<file path="config.mk">
export PLATFORM = sky130hd
export DESIGN_NAME = logic_avalon_mm_command_fifo_flat
export DESIGN_NICKNAME = d
export VERILOG_FILES = /design/src/rtl/logic_avalon_mm_command_fifo_if.sv /design/src/rtl/logic_avalon_mm_command_fifo.sv /design/src/flat_wrapper.sv
export SDC_FILE = /design/constraint.sdc
export NUM_CORES = 1
export LEC_CHECK = 0
export ABC_AREA = 1
export ABC_CLOCK_PERIOD_IN_PS = 3750
export CAP_MARGIN = 25
export CORE_ASPECT_RATIO = 1.75
export CORE_MARGIN = 2
export CORE_UTILIZATION = 50
export DETAILED_ROUTE_END_ITERATION = 10
export PLACE_DENSITY = 0.8
export SLEW_MARGIN = 5
export SYNTH_ARGS = -nofsm -noshare
export SYNTH_HDL_FRONTEND = slang
export SYNTH_SLANG_ARGS = --single-unit
</file>
<file path="constraint.sdc">
create_clock -name aclk -period 3.75 [get_ports aclk]
set_input_delay 0.375 -clock aclk [delete_from_list [all_inputs] [get_ports aclk]]
set_output_delay 0.375 -clock aclk [all_outputs]
set_load 0.01 [all_outputs]
</file>
<file path="src/rtl/logic_avalon_mm_command_fifo_if.sv">
// Avalon-MM signal bundle shared by the upstream and downstream sides of the command FIFO.
interface logic_avalon_mm_if #(
  parameter int DATA_BYTES    = 4,
  parameter int ADDRESS_WIDTH = 1
);
  logic                       write;
  logic                       read;
  logic [ADDRESS_WIDTH-1:0]   address;
  logic [DATA_BYTES-1:0]      byteenable;
  logic [8*DATA_BYTES-1:0]    writedata;
  logic                       waitrequest;
  logic [1:0]                 response;
  logic [8*DATA_BYTES-1:0]    readdata;
  logic                       readdatavalid;
  logic                       writeresponsevalid;

  modport master (
    output write, read, address, byteenable, writedata,
    input  waitrequest, response, readdata, readdatavalid, writeresponsevalid
  );

  modport slave (
    input  write, read, address, byteenable, writedata,
    output waitrequest, response, readdata, readdatavalid, writeresponsevalid
  );
endinterface

</file>
<file path="src/rtl/logic_avalon_mm_command_fifo.sv">
// Registered Avalon-MM command FIFO with pass-through responses.
// Define LOGIC_AVALON_MM_COMMAND_FIFO_OUTSTANDING_LIMIT_EN to cap commands awaiting a response.
module logic_avalon_mm_command_fifo #(
  parameter int DATA_BYTES      = 4,
  parameter int ADDRESS_WIDTH   = 1,
  parameter int CAPACITY        = 4,
  parameter int MAX_OUTSTANDING = 8
) (
  input  logic              aclk,
  input  logic              areset_n,
  logic_avalon_mm_if.slave  slave,
  logic_avalon_mm_if.master master
);
  localparam int DATA_WIDTH = 8 * DATA_BYTES;
  localparam int PTR_W      = (CAPACITY > 1) ? $clog2(CAPACITY) : 1;
  localparam int CNT_W      = $clog2(CAPACITY + 1);
  // An illegal configuration keeps the slave side stalled instead of misbehaving.
  localparam bit CFG_OK     = (CAPACITY >= 2) && (MAX_OUTSTANDING >= 1);

  typedef struct packed {
    logic                     write;
    logic                     read;
    logic [ADDRESS_WIDTH-1:0] address;
    logic [DATA_BYTES-1:0]    byteenable;
    logic [DATA_WIDTH-1:0]    writedata;
  } cmd_t;

  cmd_t             mem_q [CAPACITY];
  cmd_t             head;
  cmd_t             slave_cmd;
  logic [PTR_W-1:0] wr_ptr_q, wr_ptr_d;
  logic [PTR_W-1:0] rd_ptr_q, rd_ptr_d;
  logic [CNT_W-1:0] count_q, count_d;
  logic             ready_q;
  logic             fifo_full, fifo_empty;
  logic             push, pop;
  logic             limit_hit;
  logic             wait_req;

  function automatic logic [PTR_W-1:0] next_ptr(input logic [PTR_W-1:0] p);
    return (p == PTR_W'(CAPACITY - 1)) ? '0 : p + PTR_W'(1);
  endfunction

  assign fifo_full  = (count_q == CNT_W'(CAPACITY));
  assign fifo_empty = (count_q == '0);
  assign wait_req   = !ready_q || !CFG_OK || fifo_full || limit_hit;
  assign push       = (slave.write || slave.read) && !wait_req;

  assign slave_cmd = '{write:      slave.write,
                       read:       slave.read,
                       address:    slave.address,
                       byteenable: slave.byteenable,
                       writedata:  slave.writedata};

  assign head              = mem_q[rd_ptr_q];
  assign master.write      = !fifo_empty && head.write;
  assign master.read       = !fifo_empty && head.read;
  assign master.address    = head.address;
  assign master.byteenable = head.byteenable;
  assign master.writedata  = head.writedata;
  assign pop               = (master.write || master.read) && !master.waitrequest;

  assign slave.waitrequest        = wait_req;
  assign slave.response           = master.response;
  assign slave.readdata           = master.readdata;
  assign slave.readdatavalid      = master.readdatavalid;
  assign slave.writeresponsevalid = master.writeresponsevalid;

  always_comb begin
    wr_ptr_d = wr_ptr_q;
    rd_ptr_d = rd_ptr_q;
    count_d  = count_q;
    if (push) wr_ptr_d = next_ptr(wr_ptr_q);
    if (pop)  rd_ptr_d = next_ptr(rd_ptr_q);
    case ({push, pop})
      2'b10:   count_d = count_q + CNT_W'(1);
      2'b01:   count_d = count_q - CNT_W'(1);
      default: count_d = count_q;
    endcase
  end

  // ready_q holds the slave off during reset and releases it on the first edge after.
  always_ff @(posedge aclk or negedge areset_n) begin
    if (!areset_n) begin
      wr_ptr_q <= '0;
      rd_ptr_q <= '0;
      count_q  <= '0;
      ready_q  <= 1'b0;
    end else begin
      wr_ptr_q <= wr_ptr_d;
      rd_ptr_q <= rd_ptr_d;
      count_q  <= count_d;
      ready_q  <= 1'b1;
    end
  end

  always_ff @(posedge aclk) begin
    if (push) mem_q[wr_ptr_q] <= slave_cmd;
  end

`ifdef LOGIC_AVALON_MM_COMMAND_FIFO_OUTSTANDING_LIMIT_EN
  localparam int OUT_W = $clog2(MAX_OUTSTANDING + 1);

  logic [OUT_W-1:0] outstanding_q, outstanding_d;
  logic [OUT_W:0]   out_sum;
  logic [OUT_W:0]   out_dec;

  always_comb begin
    out_dec       = (OUT_W+1)'(master.readdatavalid) + (OUT_W+1)'(master.writeresponsevalid);
    out_sum       = {1'b0, outstanding_q} + (OUT_W+1)'(push);
    outstanding_d = '0;
    if (out_sum >= out_dec) outstanding_d = OUT_W'(out_sum - out_dec);
  end

  always_ff @(posedge aclk or negedge areset_n) begin
    if (!areset_n) outstanding_q <= '0;
    else           outstanding_q <= outstanding_d;
  end

  assign limit_hit = (outstanding_q == OUT_W'(MAX_OUTSTANDING));

`ifndef SYNTHESIS
  // A response with nothing outstanding is clamped at zero but flagged here.
  assert property (@(posedge aclk) disable iff (!areset_n) out_sum >= out_dec);
`endif
`else
  assign limit_hit = 1'b0;
`endif
endmodule
</file>
<file path="src/flat_wrapper.sv">
// flat-port wrapper written by rule: the top's interface ports become plain ports
module logic_avalon_mm_command_fifo_flat 
#(
  parameter int DATA_BYTES      = 4,
  parameter int ADDRESS_WIDTH   = 1,
  parameter int CAPACITY        = 4,
  parameter int MAX_OUTSTANDING = 8
)
  (aclk, areset_n, slave_write, slave_read, slave_address, slave_byteenable, slave_writedata, slave_waitrequest, slave_response, slave_readdata, slave_readdatavalid, slave_writeresponsevalid, master_write, master_read, master_address, master_byteenable, master_writedata, master_waitrequest, master_response, master_readdata, master_readdatavalid, master_writeresponsevalid);
  logic_avalon_mm_if #(.DATA_BYTES(DATA_BYTES), .ADDRESS_WIDTH(ADDRESS_WIDTH)) slave_i ();
  logic_avalon_mm_if #(.DATA_BYTES(DATA_BYTES), .ADDRESS_WIDTH(ADDRESS_WIDTH)) master_i ();
  input  logic aclk;
  input  logic areset_n;
  input wire logic [$bits(slave_i.write)-1:0] slave_write;
  input wire logic [$bits(slave_i.read)-1:0] slave_read;
  input wire logic [$bits(slave_i.address)-1:0] slave_address;
  input wire logic [$bits(slave_i.byteenable)-1:0] slave_byteenable;
  input wire logic [$bits(slave_i.writedata)-1:0] slave_writedata;
  output wire logic [$bits(slave_i.waitrequest)-1:0] slave_waitrequest;
  output wire logic [$bits(slave_i.response)-1:0] slave_response;
  output wire logic [$bits(slave_i.readdata)-1:0] slave_readdata;
  output wire logic [$bits(slave_i.readdatavalid)-1:0] slave_readdatavalid;
  output wire logic [$bits(slave_i.writeresponsevalid)-1:0] slave_writeresponsevalid;
  output wire logic [$bits(master_i.write)-1:0] master_write;
  output wire logic [$bits(master_i.read)-1:0] master_read;
  output wire logic [$bits(master_i.address)-1:0] master_address;
  output wire logic [$bits(master_i.byteenable)-1:0] master_byteenable;
  output wire logic [$bits(master_i.writedata)-1:0] master_writedata;
  input wire logic [$bits(master_i.waitrequest)-1:0] master_waitrequest;
  input wire logic [$bits(master_i.response)-1:0] master_response;
  input wire logic [$bits(master_i.readdata)-1:0] master_readdata;
  input wire logic [$bits(master_i.readdatavalid)-1:0] master_readdatavalid;
  input wire logic [$bits(master_i.writeresponsevalid)-1:0] master_writeresponsevalid;
  assign slave_i.write = slave_write;
  assign slave_i.read = slave_read;
  assign slave_i.address = slave_address;
  assign slave_i.byteenable = slave_byteenable;
  assign slave_i.writedata = slave_writedata;
  assign slave_waitrequest = slave_i.waitrequest;
  assign slave_response = slave_i.response;
  assign slave_readdata = slave_i.readdata;
  assign slave_readdatavalid = slave_i.readdatavalid;
  assign slave_writeresponsevalid = slave_i.writeresponsevalid;
  assign master_write = master_i.write;
  assign master_read = master_i.read;
  assign master_address = master_i.address;
  assign master_byteenable = master_i.byteenable;
  assign master_writedata = master_i.writedata;
  assign master_i.waitrequest = master_waitrequest;
  assign master_i.response = master_response;
  assign master_i.readdata = master_readdata;
  assign master_i.readdatavalid = master_readdatavalid;
  assign master_i.writeresponsevalid = master_writeresponsevalid;
  logic_avalon_mm_command_fifo #(.DATA_BYTES(DATA_BYTES), .ADDRESS_WIDTH(ADDRESS_WIDTH), .CAPACITY(CAPACITY), .MAX_OUTSTANDING(MAX_OUTSTANDING)) u_core (.aclk(aclk), .areset_n(areset_n), .slave(slave_i), .master(master_i));
endmodule
</file>
==> qor.yml, run 1 <==
outcome:
  status: "completed"
floorplanning:
  floorplan.die_area_sq_um: 14200
  floorplan.initialDensity_pct: 51.2
  die_height_um: 156
  core-area_sq_um: 12900
  boundaryPins: 154
  fp-row-count: 55
  die_width_um: 91.0
cts:
  cts.repair.resized: 0
  htree_levels: 4
  numCtsBuffers: 17
  clkLatencyLatePin_ps: 410
  tritoncts: "done"
  sink_count: 164
  worst_setup_hold_path_clk_slew_ps: 60
  clockRootBuffer: "sky130_fd_sc_hd__clkbuf_16"
  cts_setup_buffers: 0
  cts.path.max_buffers: 2
  holdBufCountCts: 0
critical_path:
  critical_path_source_type: "flip-flop"
  critical_path.slowest_cell: "sky130_fd_sc_hd__dfrtp_2"
  worst_r2r_path_depth: 14
  start_point_of_the_critical_path: "u_core.rd_ptr_q[0]$_DFFE_PN0P_"
  worst_ep_arrival_time_ps: 2880
  cp_slowest_stage_delay_ps: 780
  crit-reg2reg-capture: "u_core.count_q[2]$_DFFE_PN0P_"
  rr_startpoint: "u_core.rd_ptr_q[0]$_DFFE_PN0P_"
  worstPathCellList: "buf_4 -> o21ai_0 -> o22ai_1 -> clkdlybuf4s50_1"
  critical_path.max_fanout: 49
  r2r_setup_slack_ps: 890
  end_kind: "output pin"
  worstPathRequired_ps: 3380
  critPathCapture: "master_byteenable[3]"
  crit_path_class: "reg -> out"
synthesis:
  synth_common_cells: "sky130_fd_sc_hd__edfxtp_1, sky130_fd_sc_hd__nor2_1, sky130_fd_sc_hd__o21ai_0, sky130_fd_sc_hd__buf_4, sky130_fd_sc_hd__o22ai_1"
  total_number_of_yosys_warnings: 0
  synthesis.instances: 485
  fraction_of_the_mapped_netlist_area_in_adder_cells_pct: 1.43
  xor_xnor_portion_of_the_synthesized_cell_area_pct: 0.264
  synth.yosys.seq_area_share_pct: 73.7
  distinct_cell_type_count_after_synthesis: 25
  ys.flop_type: "sky130_fd_sc_hd__edfxtp_1"
  post-synth-top-area-fraction_pct: 70.7
  synth_async_sr_flop_share_pct: 4.88
  post_synth_main_area_contributors: "sky130_fd_sc_hd__edfxtp_1, sky130_fd_sc_hd__o21ai_0, sky130_fd_sc_hd__nor2_1"
  yosys-mux-area-fraction_pct: 0
  postSynthNetCount: 570
  synth_compound_gate_area_share_pct: 9.72
  post_synth_instance_area_sq_um: 6630
  synthSimpleGateAreaFrac_pct: 6.34
  synth_seq_cells: 164
  synth_top_area_cell: "sky130_fd_sc_hd__edfxtp_1"
  synthesis.area_per_instance_sq_um: 13.7
  most_common_cell_in_the_synthesized_netlist: "sky130_fd_sc_hd__edfxtp_1"
  synth_edf_count: 156
  largest_family_of_logic_cells_by_synthesized_area: "compound AO/OA/AOI/OAI gates"
global_routing:
  global_route.overflow_total: 0
  track_usage_pct: 19.0
  grt_max_degree: 79
  global_route_wire_length_before_repair_um: 20400
  grt_antenna_before_repair: 0
  grt_pass1_vias: 4173
route:
  postRouteWirelength_um: 13400
  wl_met2_um: 7430
  drt-vias-per-instance: 5.49
  antenna_violating_nets_post_route: 0
  dr.pass1.iters: 5
  topRoutingLayerUsed: "met4"
  wl_per_cell_um: 18.7
  detailroute.wirelength.met3_um: 934
  detail_route.drc_violations: 0
  detailroute.via_count: 3928
  dr.first_iter.drc_count: 346
  detail_route.wirelength.met1_um: 4470
power:
  power.density_nw_per_um2: 807
  p_sw_uw: 2070
  logic_gate_share_of_total_power_pct: 34.2
  switching_share_pct: 32.4
  cellInternalPower_uw: 4300
  power.total_uw: 6370
  power.leakage_uw: 0.00271
  vdd_ir_drop_max_mv: 0.365
  clock_power_share_pct: 27.2
  seqPwrFrac_pct: 38.6
layout:
  num_antenna_cells: 0
  fill_count: 979
  postLayoutCellArea_sq_um: 7890
  layout-area-overhead-vs-synth_pct: 19.0
  num-nets-final: 616
  proportion_of_layout_cells_with_a_drive_suffix_above_1_pct: 8.64
  post_layout_nonfiller_instances: 715
timing:
  timing_worst_slew_pin_value_ps: 692
  timing.final.setup_violations: 0
  min_period_over_period_pct: 86.8
  fmaxAchievable_mhz: 307
  setup-tns-final_ps: 0
  maxSlewHeadroom_pct: 53.7
  rsz0062_at_grt: "no"
  final_period_minus_worst_setup_slack_ps: 3250
  report.final.slew_viol_count: 0
  hold_violations: 0
  worst_clock_skew_ps: 6.05
placed_design:
  port_buffers: 81
  dp.cells: 683
  post-dp-hpwl_um: 8020
  place_area_sq_um: 7280
  globalplace.congestion: 0.792
job:
  max_cap_violations: 0
hold_path:
  class_of_the_tightest_hold_or_removal_check: "in -> async"
## worst min path at each step
stage                                    endpoint  slack, ps  cells past startpoint
floorplan           u_core.count_q[0]$_DFFE_PN0P_         80                      0
global placement    u_core.count_q[0]$_DFFE_PN0P_        460                      1
detailed placement  u_core.count_q[0]$_DFFE_PN0P_        470                      1
CTS                      u_core.ready_q$_DFF_PN0_        260                      1
global route        u_core.count_q[2]$_DFFE_PN0P_        280                      1
finish                   u_core.ready_q$_DFF_PN0_        260                      1
## state kept, by name (all words and copies together) (netlist names)
signal / cells
u_core.mem_q: 156
u_core.count_q: 3
u_core.rd_ptr_q: 2
u_core.wr_ptr_q: 2
u_core.ready_q: 1
## per-layer routing
metal | global-route usage [%] | vias to the layer above
met5 | 0 | -
met4 | 13.1 | 0
met3 | 4.43 | 53
met2 | 34.7 | 176
met1 | 18.8 | 1895
li1 | - | 1804
## placed cells by master (no fill, tap or decap), types with 2 or more instances in the layout
cell	instances
sky130_fd_sc_hd__edfxtp_1	156
sky130_fd_sc_hd__inv_6	3
sky130_fd_sc_hd__nand3_1	8
sky130_fd_sc_hd__dfrtp_1	7
sky130_fd_sc_hd__clkinv_4	5
sky130_fd_sc_hd__buf_4	6
sky130_fd_sc_hd__nand2_2	2
sky130_fd_sc_hd__nor2_4	4
sky130_fd_sc_hd__o21ai_1	10
sky130_fd_sc_hd__o21ai_0	66
sky130_fd_sc_hd__clkbuf_16	17
sky130_fd_sc_hd__clkinv_1	2
sky130_fd_sc_hd__a21oi_1	4
sky130_fd_sc_hd__ha_1	6
sky130_fd_sc_hd__o22ai_1	37
sky130_fd_sc_hd__inv_1	22
sky130_fd_sc_hd__bufinv_16	3
sky130_fd_sc_hd__nor2_1	76
sky130_fd_sc_hd__nand2_1	18
sky130_fd_sc_hd__clkdlybuf4s50_1	81
## through the flow
| stage | hold WS [ps] | setup WS, ps | utilization (%) |
|---|---|---|---|
| global route | 280 | 434 | 61.0 |
| CTS | 262 | 539 | 61.0 |
| floorplan | 79.4 | 956 | - |
| finish | 257 | 496 | 61.0 |
| detailed placement | 468 | 916 | 56.3 |
| global placement | 463 | 1050 | 56.3 |
## power by group through the flow
stage / Sequential, uW / Combinational [uW] / Clock [uW]
3_3_place_gp: 2470 / 2130 / 0
3_5_place_dp: 2490 / 2180 / 0
4_1_cts: 2460 / 2200 / 1740
5_1_grt: 2480 / 2390 / 1810
6_report: 2460 / 2180 / 1730
2_1_floorplan: 2440 / 1350 / 0
## critical path: cells and delay by family (launching register included)
family | cells | cell delay, ps
AOI/OAI and AO/OA | 2 | 550
buffers and inverters | 2 | 1140
DFF | 1 | 780
## final cells by class
| cell class | instances | area (sq um) | share of cell area (%) |
|---|---|---|---|
| repair buffers | 88 | 876 | 11.1 |
| well taps | 171 | 214 | 2.71 |
| clock buffers | 17 | 425 | 5.39 |
| flip-flops and latches | 164 | 4890 | 61.9 |
| multi-input cells | 236 | 1210 | 15.4 |
| clock inverters | 15 | 180 | 2.28 |
| inverters | 24 | 97.6 | 1.24 |
## kinds of logic (layout without fill, tap and decap cells)
| group | after synthesis | in the layout |
|---|---|---|
| flip-flops | 164 | 164 |
| AO/OA/AOI/OAI | 118 | 118 |
| AND/OR/NAND/NOR | 108 | 108 |
| buffers and inverters | 85 | 144 |
| adder cells (fa/ha/maj) | 7 | 7 |
| XOR/XNOR | 2 | 2 |
| other | 1 | 1 |
Note: power is estimated with default switching activity, not from simulation.
==> run 2: changes to the inputs <==
CAP_MARGIN = 5   (was 25)
==> results of run 2 <==
Final layout, timing and power as in run 1 (identical DEF).
